$ cat src/rtl/prog_loader_pkg.sv
// Shared constants and FSM state type for the boot-time program loader.
package prog_loader_pkg;

   localparam int PM_DEPTH  = 32;
   localparam int PM_ADDR_W = 5;

   typedef enum logic [2:0] {
      IDLE  = 3'd0,
      LEN   = 3'd1,
      HI    = 3'd2,
      LO    = 3'd3,
      WRITE = 3'd4,
      CSUM  = 3'd5,
      DONE  = 3'd6,
      ERR   = 3'd7
   } loader_state;

endpackage

$ cat src/rtl/prog_loader.sv
// Byte-stream program loader: assembles big-endian words, writes program memory,
// verifies an XOR checksum and only then releases the CPU clock enable.
module prog_loader
   import prog_loader_pkg::*;
#(
   parameter int PM_ADDR_W = 5,
   parameter int PM_DEPTH  = 32,
   parameter int INSTR_W   = 16
) (
   input  logic                 i_clk,
   input  logic                 i_rst,
   input  logic                 i_start,
   input  logic                 i_valid,
   input  logic [7:0]           i_byte,
   output logic                 o_ready,
   output logic                 o_pm_we,
   output logic [PM_ADDR_W-1:0] o_pm_addr,
   output logic [INSTR_W-1:0]   o_pm_data,
   output logic                 o_cpu_ce,
   output logic                 o_busy,
   output logic                 o_done,
   output logic                 o_err,
   output logic [PM_ADDR_W:0]   o_word_count
);

   loader_state          state_q, state_d;
   logic [PM_ADDR_W:0]   len_q;
   logic [7:0]           csum_q;
   logic                 accept;
   logic                 start_ok;
   logic                 len_bad;
   logic                 last_word;

   assign accept    = i_valid & o_ready;
   assign start_ok  = i_start & ((state_q == IDLE) | (state_q == DONE) | (state_q == ERR));
   assign len_bad   = (i_byte == 8'd0) || (int'(i_byte) > PM_DEPTH);
   assign last_word = ({1'b0, o_pm_addr} == (len_q - (PM_ADDR_W + 1)'(1)));

   always_comb begin
      state_d = state_q;
      case (state_q)
         IDLE, DONE, ERR: if (i_start) state_d = LEN;
         LEN:   if (accept) state_d = len_bad ? ERR : HI;
         HI:    if (accept) state_d = LO;
         LO:    if (accept) state_d = WRITE;
         WRITE: state_d = last_word ? CSUM : HI;
         CSUM:  if (accept) state_d = (i_byte == csum_q) ? DONE : ERR;
         default: state_d = IDLE;
      endcase
   end

   // Status outputs are registered decodes of the next state, so they change
   // on the same edge as the state itself and never depend on i_valid.
   always_ff @(posedge i_clk) begin
      if (i_rst) begin
         state_q      <= IDLE;
         len_q        <= '0;
         csum_q       <= 8'd0;
         o_ready      <= 1'b0;
         o_pm_we      <= 1'b0;
         o_pm_addr    <= '0;
         o_pm_data    <= '0;
         o_cpu_ce     <= 1'b0;
         o_busy       <= 1'b0;
         o_done       <= 1'b0;
         o_err        <= 1'b0;
         o_word_count <= '0;
      end else begin
         state_q  <= state_d;
         o_ready  <= (state_d == LEN) | (state_d == HI) | (state_d == LO) | (state_d == CSUM);
         o_pm_we  <= (state_d == WRITE);
         o_busy   <= (state_d == LEN) | (state_d == HI) | (state_d == LO) |
                     (state_d == WRITE) | (state_d == CSUM);
         o_done   <= (state_d == DONE);
         o_err    <= (state_d == ERR);
         o_cpu_ce <= (state_d == DONE);

         if (start_ok) begin
            csum_q       <= 8'd0;
            o_word_count <= '0;
         end

         case (state_q)
            LEN: begin
               if (accept && !len_bad) begin
                  len_q     <= i_byte[PM_ADDR_W:0];
                  csum_q    <= csum_q ^ i_byte;
                  o_pm_addr <= '0;
               end
            end
            HI: begin
               if (accept) begin
                  o_pm_data[INSTR_W-1 -: 8] <= i_byte;
                  csum_q                    <= csum_q ^ i_byte;
               end
            end
            LO: begin
               if (accept) begin
                  o_pm_data[7:0] <= i_byte;
                  csum_q         <= csum_q ^ i_byte;
               end
            end
            WRITE: begin
               o_word_count <= o_word_count + (PM_ADDR_W + 1)'(1);
               if (!last_word) o_pm_addr <= o_pm_addr + PM_ADDR_W'(1);
            end
            default: ;
         endcase
      end
   end

endmodule

$ cat config.mk
export PLATFORM = sky130hd
export DESIGN_NAME = prog_loader
export DESIGN_NICKNAME = d
export VERILOG_FILES = /design/src/rtl/prog_loader_pkg.sv /design/src/rtl/prog_loader.sv
export SDC_FILE = /design/constraint.sdc
export NUM_CORES = 1
export LEC_CHECK = 0
export CORE_MARGIN = 5
export CORE_UTILIZATION = 54
export CTS_BUF_LIST = sky130_fd_sc_hd__clkbuf_4
export DETAILED_ROUTE_END_ITERATION = 10
export MAX_ROUTING_LAYER = met4
export PLACE_DENSITY_LB_ADDON = 0.15
export SETUP_SLACK_MARGIN = 0.15
export SKIP_LAST_GASP = 1
export SLEW_MARGIN = 40
export SYNTH_ARGS = -nofsm -noshare
export SYNTH_HDL_FRONTEND = slang
export SYNTH_SLANG_ARGS = --single-unit
$ cat constraint.sdc
create_clock -name i_clk -period 2.83 [get_ports i_clk]
set_input_delay 0.283 -clock i_clk [delete_from_list [all_inputs] [get_ports i_clk]]
set_output_delay 0.283 -clock i_clk [all_outputs]
set_load 0.005 [all_outputs]
==> Word level (Yosys, flattened, before mapping) <==
Index checks and enable logic that the tools add are counted.
{ "classes": {"n_lt_le_gt_ge": 1, "n_div": 0, "reduce_logical": 13, "n_eq_ne": 18, "multipliers": 0, "mux": 18, "addsub": 3, "bitwise": 10, "shifts": 0} }
{ "op_table": {"columns": ["cell", "count"], "rows": [
  ["== test 3 bit, second input constant", 8],
  ["2-to-1 mux 8 bit", 3],
  ["2-to-1 mux 3 bit", 7],
  ["one-hot mux 3 bit (6 select lines)", 1],
  ["one-hot mux 8 bit (2 select lines)", 1],
  ["== test 3 x 2 -> 1 bit, second input constant", 4],
  ["2-to-1 mux 6 bit", 2],
  ["2-to-1 mux 5 bit", 2],
  ["one-hot mux 5 bit (2 select lines)", 1],
  ["== test 8 bit", 1],
  ["greater-than comparator 8 x 6 -> 1 bit, second input constant", 1],
  ["logical NOT 8 bit", 1],
  ["bitwise XOR 8 bit", 1],
  ["bitwise OR 1 bit", 7],
  ["adder 6 x 1 -> 6 bit, second input constant", 1],
  ["== test 3 x 1 -> 1 bit, second input constant", 2],
  ["== test 5 x 6 -> 1 bit", 1],
  ["AND reduction 2 bit", 3],
  ["subtractor 6 x 1 -> 6 bit, second input constant", 1],
  ["adder 5 x 1 -> 5 bit, second input constant", 1],
  ["inequality test 2 bit, second input constant", 2],
  ["nonzero test 2 bit", 2],
  ["logical NOT 3 bit", 1],
  ["AND reduction 3 bit", 1],
  ["other kinds (7)", 8]
]} }
{ "totals": {"romBits": 0, "regBits": 49, "output_inout_bits": 33, "mem_count": 0, "latch_bits": 0, "elab_cells": 75, "ram_bits": 0, "inputBits": 12} }

==> Longest topological paths before layout <==
Gate-level depths: netlist (run 1).
{ "logic_depth": {"depth_word": 10, "depth_mapped": 9, "mapped_depth_nobuf": 8} }

==> Worst setup path before layout (run 1) <==
No wires, ideal clock.
{ "synth_timing": {"path_kind": "register to register", "startpoint": "register len_q[0]", "endpoint": "register o_done", "path_buffers": 1, "synth_period_minus_slack_ps": 2293, "arrival_ps": 2220, "setup_time_ps": 73, "t_required_ps": 2757, "stages_incl_launch_ff": 8, "slack_ps": 537, "path_cell_list": "dfxtp_1 > nor3_1 > mux2_4 > or4_4 > buf_6 > or3_4 > a21oi_4 > nor3b_2"} }
{ "synth_between": {"elab_chain_len": 5} }
{ "synth_rtl": {"columns": ["item", "line", "text"], "rows": [
  ["start, declared", "prog_loader.sv:27", "logic [PM_ADDR_W:0] len_q;"],
  ["start signal, assigned", "prog_loader.sv:86", "len_q <= i_byte[PM_ADDR_W:0];"],
  ["subtractor 6 x 1 -> 6 bit", "prog_loader.sv:37", "assign last_word = ({1'b0, o_pm_addr} == (len_q - (PM_ADDR_W + 1)'(1)));"],
  ["== test 5 x 6 -> 1 bit", "prog_loader.sv:37", null],
  ["2-to-1 mux 3 bit", "prog_loader.sv:46", "WRITE: state_d = last_word ? CSUM : HI;"],
  ["one-hot mux 3 bit (6 select lines)", "prog_loader.sv:41", "case (state_q)"],
  ["== test 3 bit", "prog_loader.sv:74", "o_done <= (state_d == DONE);"],
  ["end signal, assigned", "prog_loader.sv:74", null],
  ["end, declared", "prog_loader.sv:21", "output logic o_done,"]
]} }
Every way passes these cells.
A chain may end at the register's enable or synchronous reset.

==> Worst setup path after layout (run 1) <==
Same ends and word-level chain as after synthesis.

==> Flow_metrics.wiki, run 1 <==
{| class="wikitable"
! Metric !! Value
|-
| Clk_lat worst skew || 0.38 ns
|-
| Initial antenna violation count || 0
|-
| Non-filler instance count after layout || 392
|-
| Buffer cell driving the clock tree root || sky130_fd_sc_hd__clkbuf_4
|-
| Die X || 78.1 um
|-
| Ranking of synthesized cells by instance count || sky130_fd_sc_hd__dfxtp_1 (49), sky130_fd_sc_hd__nor2_1 (36), sky130_fd_sc_hd__nand2_1 (20)
|-
| Number of cells after detailed placement || 384
|-
| Count of cells along the worst hold path || 2
|-
| Synth Area in Adders || 0.0150
|-
| Violation count after the first detailed-route iteration || 121
|-
| Count of antenna diodes in the layout || 0
|-
| Power per cell area || 450 nW/um^2
|-
| Number of cells produced by synthesis || 293
|-
| Average wire per standard cell || 14.4 um
|-
| Maxcap violations || 0
|-
| Register area || 981 sq um
|-
| Die Height || 78.1 um
|-
| Fin. max-slew vios || 0
|-
| Most frequently used cell type in the post-synthesis netlist || sky130_fd_sc_hd__dfxtp_1
|-
| Type of element capturing the critical path || flop
|-
| DRC viols || 0
|-
| Overall die area || 6100 sq um
|-
| Final Setup Violations || 0
|-
| Post-CTS setup buffers || 0
|-
| Number of flip-flops and latches in the synthesized netlist || 49
|-
| Count of cells along the worst register-to-register path || 8
|-
| Slew Limit Headroom || 0.676
|-
| Number of nets in the synthesized netlist || 308
|-
| Mux share of post-synthesis cell area || 0.0704
|-
| Setup Crit Path Kind || flop to flop
|-
| FFs w/ async S/R, synth || 0
|-
| Synth Area per Inst || 8.55 sq um
|-
| Total gr overflow || 0
|-
| Critical R2R Capture || o_done$_SDFF_PP0_
|-
| Max stage delay cell, worst path || sky130_fd_sc_hd__or4_4
|-
| Leading post-synthesis cells by cell area || sky130_fd_sc_hd__dfxtp_1 (39%), sky130_fd_sc_hd__mux2i_1 (6.0%), sky130_fd_sc_hd__nor2_1 (5.4%), sky130_fd_sc_hd__xor2_1 (4.5%), sky130_fd_sc_hd__nand3_1 (3.4%)
|-
| I/O pin total || 45
|-
| # nets final || 354
|-
| H-Tree Level Count || 2
|-
| Dominant cell type by area after synthesis || sky130_fd_sc_hd__dfxtp_1
|-
| Stage delay of the slowest cell on the critical path || 0.55 ns
|-
| Fraction of the mapped netlist area in compound gates || 0.171
|-
| Maximum vdd drop || 0.341 mV
|-
| Dominant register cell in the synthesized netlist || sky130_fd_sc_hd__dfxtp_1
|-
| Row Count || 24
|-
| Final min period || 2.42 ns
|-
| Top fanout value on the critical path || 8
|-
| Leakage dissipation || 1.13 nW
|-
| Core ar. || 4410 sq um
|-
| Required time reported for the critical path endpoint || 3.14 ns
|-
| Tcrit/Tclk final || 0.855
|-
| Largest net degree at the start of global routing || 41
|-
| Effective utilization at floorplan || 0.567
|-
| Port Buffer Count || 44
|-
| Worst-path clk slew || 0.16 ns
|-
| Fraction of post-synthesis cell area in the top cell type by area || 0.392
|-
| Count of antenna-violating nets left after detailed routing || 0
|-
| Vias per Instance || 5.77
|-
| First-pass GRT wire length || 9610 um
|-
| Fraction of final layout cells sized beyond drive strength 1 || 0.0824
|-
| Max Freq || 0.413 GHz
|-
| Largest clock skew in the final design || 0.0126 ns
|-
| Xor and xnor fraction of the mapped netlist area || 0.0559
|-
| EDFF count, synth || 0
|-
| Final HPWL from detailed placement || 4090 um
|-
| CTS tree || yes
|-
| Launch point of the worst reg-to-reg path || len_q[0]$_SDFFE_PP0P_
|-
| Worst setup path startpoint || len_q[0]$_SDFFE_PP0P_
|-
| Status || finished, final reports clean
|-
| GR Util All Layers || 0.194
|-
| Clock Tree Buf Depth || 2
|-
| Worst path cell trace || inv_1, ha_1, xor2_1, nand3_1, or4_4, or3_4, a21oi_4, nor3b_2
|-
| Netlist cell types || 55
|-
| Last element of the critical path || o_done$_SDFF_PP0_
|-
| Hold bufs inserted after CTS || 0
|-
| Slew of the pin with the lowest slew margin || 0.486 ns
|-
| Launching element type of the critical path || flop
|-
| Sequential element share of the synthesized area || 0.392
|-
| Worst Hold Class || flop to flop
|-
| GPL Wtd Cong || 0.839
|-
| RSZ-0062 raised after global routing || false
|-
| Combined area of the multi-input logic cells || 1440 sq um
|-
| Post-detailed-routing wire length || 5650 um
|-
| Final hold violation count || 0
|-
| Synth-to-Final Area Change || 23.0%
|-
| Simple-gate share of the synthesized area || 0.261
|-
| Fill cell instance count of the final layout || 399
|-
| Number of CTS-inserted buffers || 5
|-
| Total of cells resized after clock tree synthesis || 0
|-
| Register-to-register setup slack || 0.41 ns
|-
| Total iterations of the first detailed-routing run || 4
|-
| Number of warnings reported in the yosys synthesis log || 0
|-
| Total Neg Setup Slack || 0 ns
|-
| CP arrival || 2.73 ns
|-
| Dominant combinational cell family by area after synthesis || simple AND/OR/NAND/NOR gates
|-
| Area of the mapped netlist || 2500 sq um
|-
| Total via count in the routed design || 2,260
|-
| Number of global-route vias before repair || 2,016
|-
| Sinks on Clock Net || 49
|}
==> report_power, final <==
group	internal (W)	leakage, nW	switching, W
clock network	0.000103	0.0322	0.000243
registers	0.000714	0.395	0.0000353
logic	0.000136	0.701	0.000155
==> worst max-delay path, delay by kind of cell (launching register included) <==
family | cells | cell delay, ns
buffers and inverters | 1 | 0.07
adders and majority gates | 1 | 0.30
and+or+nand+nor | 4 | 1.25
xor gates and xnor gates | 1 | 0.13
AOI/OAI and AO/OA | 1 | 0.15
DFF | 1 | 0.44
==> routing by layer <==
layer,wire length (um),GRT usage
met1,2750,0.273
met2,2590,0.284
met3,227,0.0366
met4,82,0.0574
met5,0,-
==> cell usage in the layout (no fill, tap or decap), types with 2 or more instances in the layout <==
| cell | n |
|---|---|
| sky130_fd_sc_hd__a211oi_1 | 2 |
| sky130_fd_sc_hd__a21o_1 | 3 |
| sky130_fd_sc_hd__a21oi_1 | 16 |
| sky130_fd_sc_hd__and3_1 | 5 |
| sky130_fd_sc_hd__and3b_1 | 2 |
| sky130_fd_sc_hd__and4_1 | 2 |
| sky130_fd_sc_hd__buf_4 | 11 |
| sky130_fd_sc_hd__clkbuf_4 | 5 |
| sky130_fd_sc_hd__clkdlybuf4s50_1 | 44 |
| sky130_fd_sc_hd__dfxtp_1 | 49 |
| sky130_fd_sc_hd__ha_1 | 3 |
| sky130_fd_sc_hd__inv_1 | 4 |
| sky130_fd_sc_hd__inv_6 | 2 |
| sky130_fd_sc_hd__mux2i_1 | 15 |
| sky130_fd_sc_hd__nand2_1 | 20 |
| sky130_fd_sc_hd__nand2b_1 | 9 |
| sky130_fd_sc_hd__nand3_1 | 17 |
| sky130_fd_sc_hd__nand3b_1 | 4 |
| sky130_fd_sc_hd__nor2_1 | 36 |
| sky130_fd_sc_hd__nor2b_1 | 3 |
| sky130_fd_sc_hd__nor3_1 | 9 |
| sky130_fd_sc_hd__nor3b_1 | 3 |
| sky130_fd_sc_hd__nor3b_2 | 2 |
| sky130_fd_sc_hd__o211ai_1 | 3 |
| sky130_fd_sc_hd__o21ai_0 | 9 |
| sky130_fd_sc_hd__o21ai_1 | 10 |
| sky130_fd_sc_hd__o2bb2ai_1 | 7 |
| sky130_fd_sc_hd__or3_1 | 3 |
| sky130_fd_sc_hd__or4_1 | 2 |
| sky130_fd_sc_hd__xnor2_1 | 3 |
| sky130_fd_sc_hd__xor2_1 | 13 |
==> registers in the layout, indices dropped and copies added, names as in the netlist <==
register,flops
csum_q,8
o_done,1
o_pm_addr,5
o_busy,1
o_pm_data,16
o_pm_we,1
o_word_count,6
state_q,3
o_ready,1
o_err,1
len_q,6
==> cell families (layout without fill, tap and decap cells) <==
group,Yosys count,after routing
AO/OA/AOI/OAI,64,64
AND/OR/NAND/NOR,124,124
flip-flops,49,49
multiplexers,17,17
XOR/XNOR,16,16
buffers and inverters,20,67
adder cells (fa/ha/maj),3,3
==> area by class of cell <==
cell class | instances | share of cell area
Sequential cell | 49 | 0.318
Tap cell | 52 | 0.0211
Clock inverter | 3 | 0.00812
Multi-Input combinational cell | 224 | 0.466
Timing Repair Buffer | 55 | 0.170
Inverter | 4 | 0.00487
Clock buffer | 5 | 0.0122
==> how the worst min path moves through the flow <==
| stage | startpoint | endpoint |
|---|---|---|
| after floorplan | i_rst | state_q[2]$_SDFF_PP0_ |
| after global placement | o_pm_data[7]$_SDFFE_PP0P_ | o_pm_data[7]$_SDFFE_PP0P_ |
| after detailed placement | o_pm_data[7]$_SDFFE_PP0P_ | o_pm_data[7]$_SDFFE_PP0P_ |
| after CTS | o_pm_data[7]$_SDFFE_PP0P_ | o_pm_data[7]$_SDFFE_PP0P_ |
| after global routing | o_pm_data[5]$_SDFFE_PP0P_ | o_pm_data[5]$_SDFFE_PP0P_ |
| final | o_pm_data[6]$_SDFFE_PP0P_ | o_pm_data[6]$_SDFFE_PP0P_ |
==> metrics by stage <==
step | setup WS [ns] | hold WS [ns] | instance area [sq um] | total power [W] | util
2_1_floorplan | 0.537 | 0.349 | 2500 | 0.000942 | -
3_3_place_gp | 0.131 | 0.441 | 3020 | 0.00105 | 0.684
6_report | 0.410 | 0.463 | 3080 | 0.00139 | 0.698
4_1_cts | 0.404 | 0.467 | 3080 | 0.00140 | 0.698
3_5_place_dp | 0.0618 | 0.447 | 3020 | 0.00105 | 0.684
5_1_grt | 0.223 | 0.489 | 3080 | 0.00148 | 0.698
No activity file was read; power rests on OpenSTA's default activity.
==> inputs of run 2 (changes only) <==
CAP_MARGIN = 20   (was not set)
CORE_MARGIN = 2   (was 5)
CTS_CLUSTER_DIAMETER = 80   (was not set)
==> run 2 against run 1 <==
Final area is essentially flat. Cell count did not move. Critical path depth unchanged.
==> Flow_metrics.wiki, run 2 (synthesized netlist as in run 1, its figures left out) <==
{| class="wikitable"
! Metric !! Value
|-
| Status || finished, final reports clean
|-
| Biggest regs || o_pm_data: 16 flops, csum_q: 8 flops
|-
| Largest clock skew in the final design || 0.0133 ns
|-
| Total power || 0.00137 W
|-
| CTS tree || yes
|-
| Final Setup Violations || 0
|-
| Commonest cells after routing, fill and taps aside || sky130_fd_sc_hd__dfxtp_1 (49), sky130_fd_sc_hd__clkdlybuf4s50_1 (44), sky130_fd_sc_hd__nor2_1 (36), sky130_fd_sc_hd__nand2_1 (20), sky130_fd_sc_hd__nand3_1 (17)
|-
| GR Util All Layers || 0.229
|-
| Port Buffer Count || 44
|-
| Effective utilization at floorplan || 0.567
|-
| # nets final || 354
|-
| Maxcap violations || 0
|-
| Largest net degree at the start of global routing || 41
|-
| Total gr overflow || 0
|-
| Violation count after the first detailed-route iteration || 211
|-
| Clk_lat worst skew || 0.37 ns
|-
| Leakage dissipation || 1.12 nW
|-
| Average wire per standard cell || 13.7 um
|-
| Die X || 72.1 um
|-
| Buffer cell driving the clock tree root || sky130_fd_sc_hd__clkbuf_4
|-
| Worst Hold Class || flop to flop
|-
| Most frequent standard cell in the layout excluding fill and tap cells || sky130_fd_sc_hd__dfxtp_1
|-
| Vias per Instance || 5.70
|-
| Final min period || 2.39 ns
|-
| Top fanout value on the critical path || 8
|-
| Max stage delay cell, worst path || sky130_fd_sc_hd__or4_4
|-
| Stage delay of the slowest cell on the critical path || 0.55 ns
|-
| Core ar. || 4410 sq um
|-
| Slew of the pin with the lowest slew margin || 0.490 ns
|-
| Number of flip-flops under the largest register name || 16
|-
| Total of cells resized after clock tree synthesis || 0
|-
| Final HPWL from detailed placement || 3940 um
|-
| Type of element capturing the critical path || flop
|-
| Post-detailed-routing wire length || 5370 um
|-
| H-Tree Level Count || 2
|-
| Clock Tree Buf Depth || 2
|-
| Family with the most delay on the worst path || simple AND/OR/NAND/NOR gates
|-
| Initial antenna violation count || 0
|-
| Count of antenna diodes in the layout || 0
|-
| Total via count in the routed design || 2,235
|-
| Setup Crit Path Kind || flop to flop
|-
| Power per cell area || 445 nW/um^2
|-
| Count of buffer and inverter cells on the critical path || 1
|-
| DRC viols || 0
|-
| RSZ-0062 raised after global routing || false
|-
| Worst-path clk slew || 0.15 ns
|-
| Synth-to-Final Area Change || 22.9%
|-
| Overall die area || 5200 sq um
|-
| Tcrit/Tclk final || 0.845
|-
| CP arrival || 2.70 ns
|-
| Slew Limit Headroom || 0.673
|-
| I/O pin total || 45
|-
| Largest reg by FF count || o_pm_data
|-
| Max Freq || 0.418 GHz
|-
| First-pass GRT wire length || 9220 um
|-
| Number of CTS-inserted buffers || 5
|-
| Final hold violation count || 0
|-
| Hold bufs inserted after CTS || 0
|-
| Count of antenna-violating nets left after detailed routing || 0
|-
| Required time reported for the critical path endpoint || 3.13 ns
|-
| Launching element type of the critical path || flop
|-
| Total iterations of the first detailed-routing run || 4
|-
| Fin. max-slew vios || 0
|-
| Post-CTS setup buffers || 0
|-
| Fill cell instance count of the final layout || 372
|-
| Maximum vdd drop || 0.276 mV
|-
| Total Neg Setup Slack || 0 ns
|-
| Worst path cell trace || inv_1, ha_1, xor2_1, nand3_1, or4_4, or3_4, a21oi_4, nor3b_2
|-
| Number of global-route vias before repair || 1,985
|-
| Fraction of final layout cells sized beyond drive strength 1 || 0.0824
|-
| Row Count || 24
|-
| Die Height || 72.1 um
|-
| Sinks on Clock Net || 49
|-
| GPL Wtd Cong || 0.820
|}
[run 2: cell type report]
type	count	area (sq um)	share of cell area
clock inverters	2	15.0	0.00488
inverters	4	15.0	0.00488
flip-flops and latches	49	981	0.319
repair buffers	55	523	0.170
clock buffers	6	45.0	0.0146
multi-input cells	224	1440	0.466
well taps	52	65.1	0.0211
[run 2: final timing paths]
check        depth (start not counted)  slack, ns                        end                 startpoint
max reg2reg                          8       0.44         o_pm_we$_SDFF_PP0_      len_q[0]$_SDFFE_PP0P_
max                                  8       0.44         o_pm_we$_SDFF_PP0_      len_q[0]$_SDFFE_PP0P_
min                                  2       0.46  o_pm_data[7]$_SDFFE_PP0P_  o_pm_data[7]$_SDFFE_PP0P_
min reg2reg                          2       0.46  o_pm_data[7]$_SDFFE_PP0P_  o_pm_data[7]$_SDFFE_PP0P_
[run 2: worst min-delay path, stage by stage (launching register included)]
cell and delay, ns:
sky130_fd_sc_hd__dfxtp_1 0.34, sky130_fd_sc_hd__nand2_1 0.05, sky130_fd_sc_hd__a21oi_1 0.05
[run 2: per-layer routing]
metal  global-route usage  vias up  share of wire
met5                    -        -              0
met4               0.0943        0          0.015
met3               0.0403       11          0.055
met2                0.330       59           0.45
met1                0.317     1027           0.48
li1                     -     1138              -
[run 2: through the flow]
stage               utilization  hold WS [ns]  setup slack [ns]  instance area (sq um)  cells
finish                    0.698         0.463             0.438                   3080    392
global route              0.698         0.494             0.248                   3080    392
CTS                       0.698         0.468             0.414                   3080    392
detailed placement        0.684         0.448            0.0696                   3020    384
global placement          0.684         0.442             0.119                   3020    384
floorplan                     -         0.349             0.537                   2500    293
[run 2: where the power goes]
group / internal, W / switching [W]
Clock: 0.000107 / 0.000224
Combinational: 0.000137 / 0.000159
Sequential: 0.000714 / 0.0000292
Total: 0.000957 / 0.000412
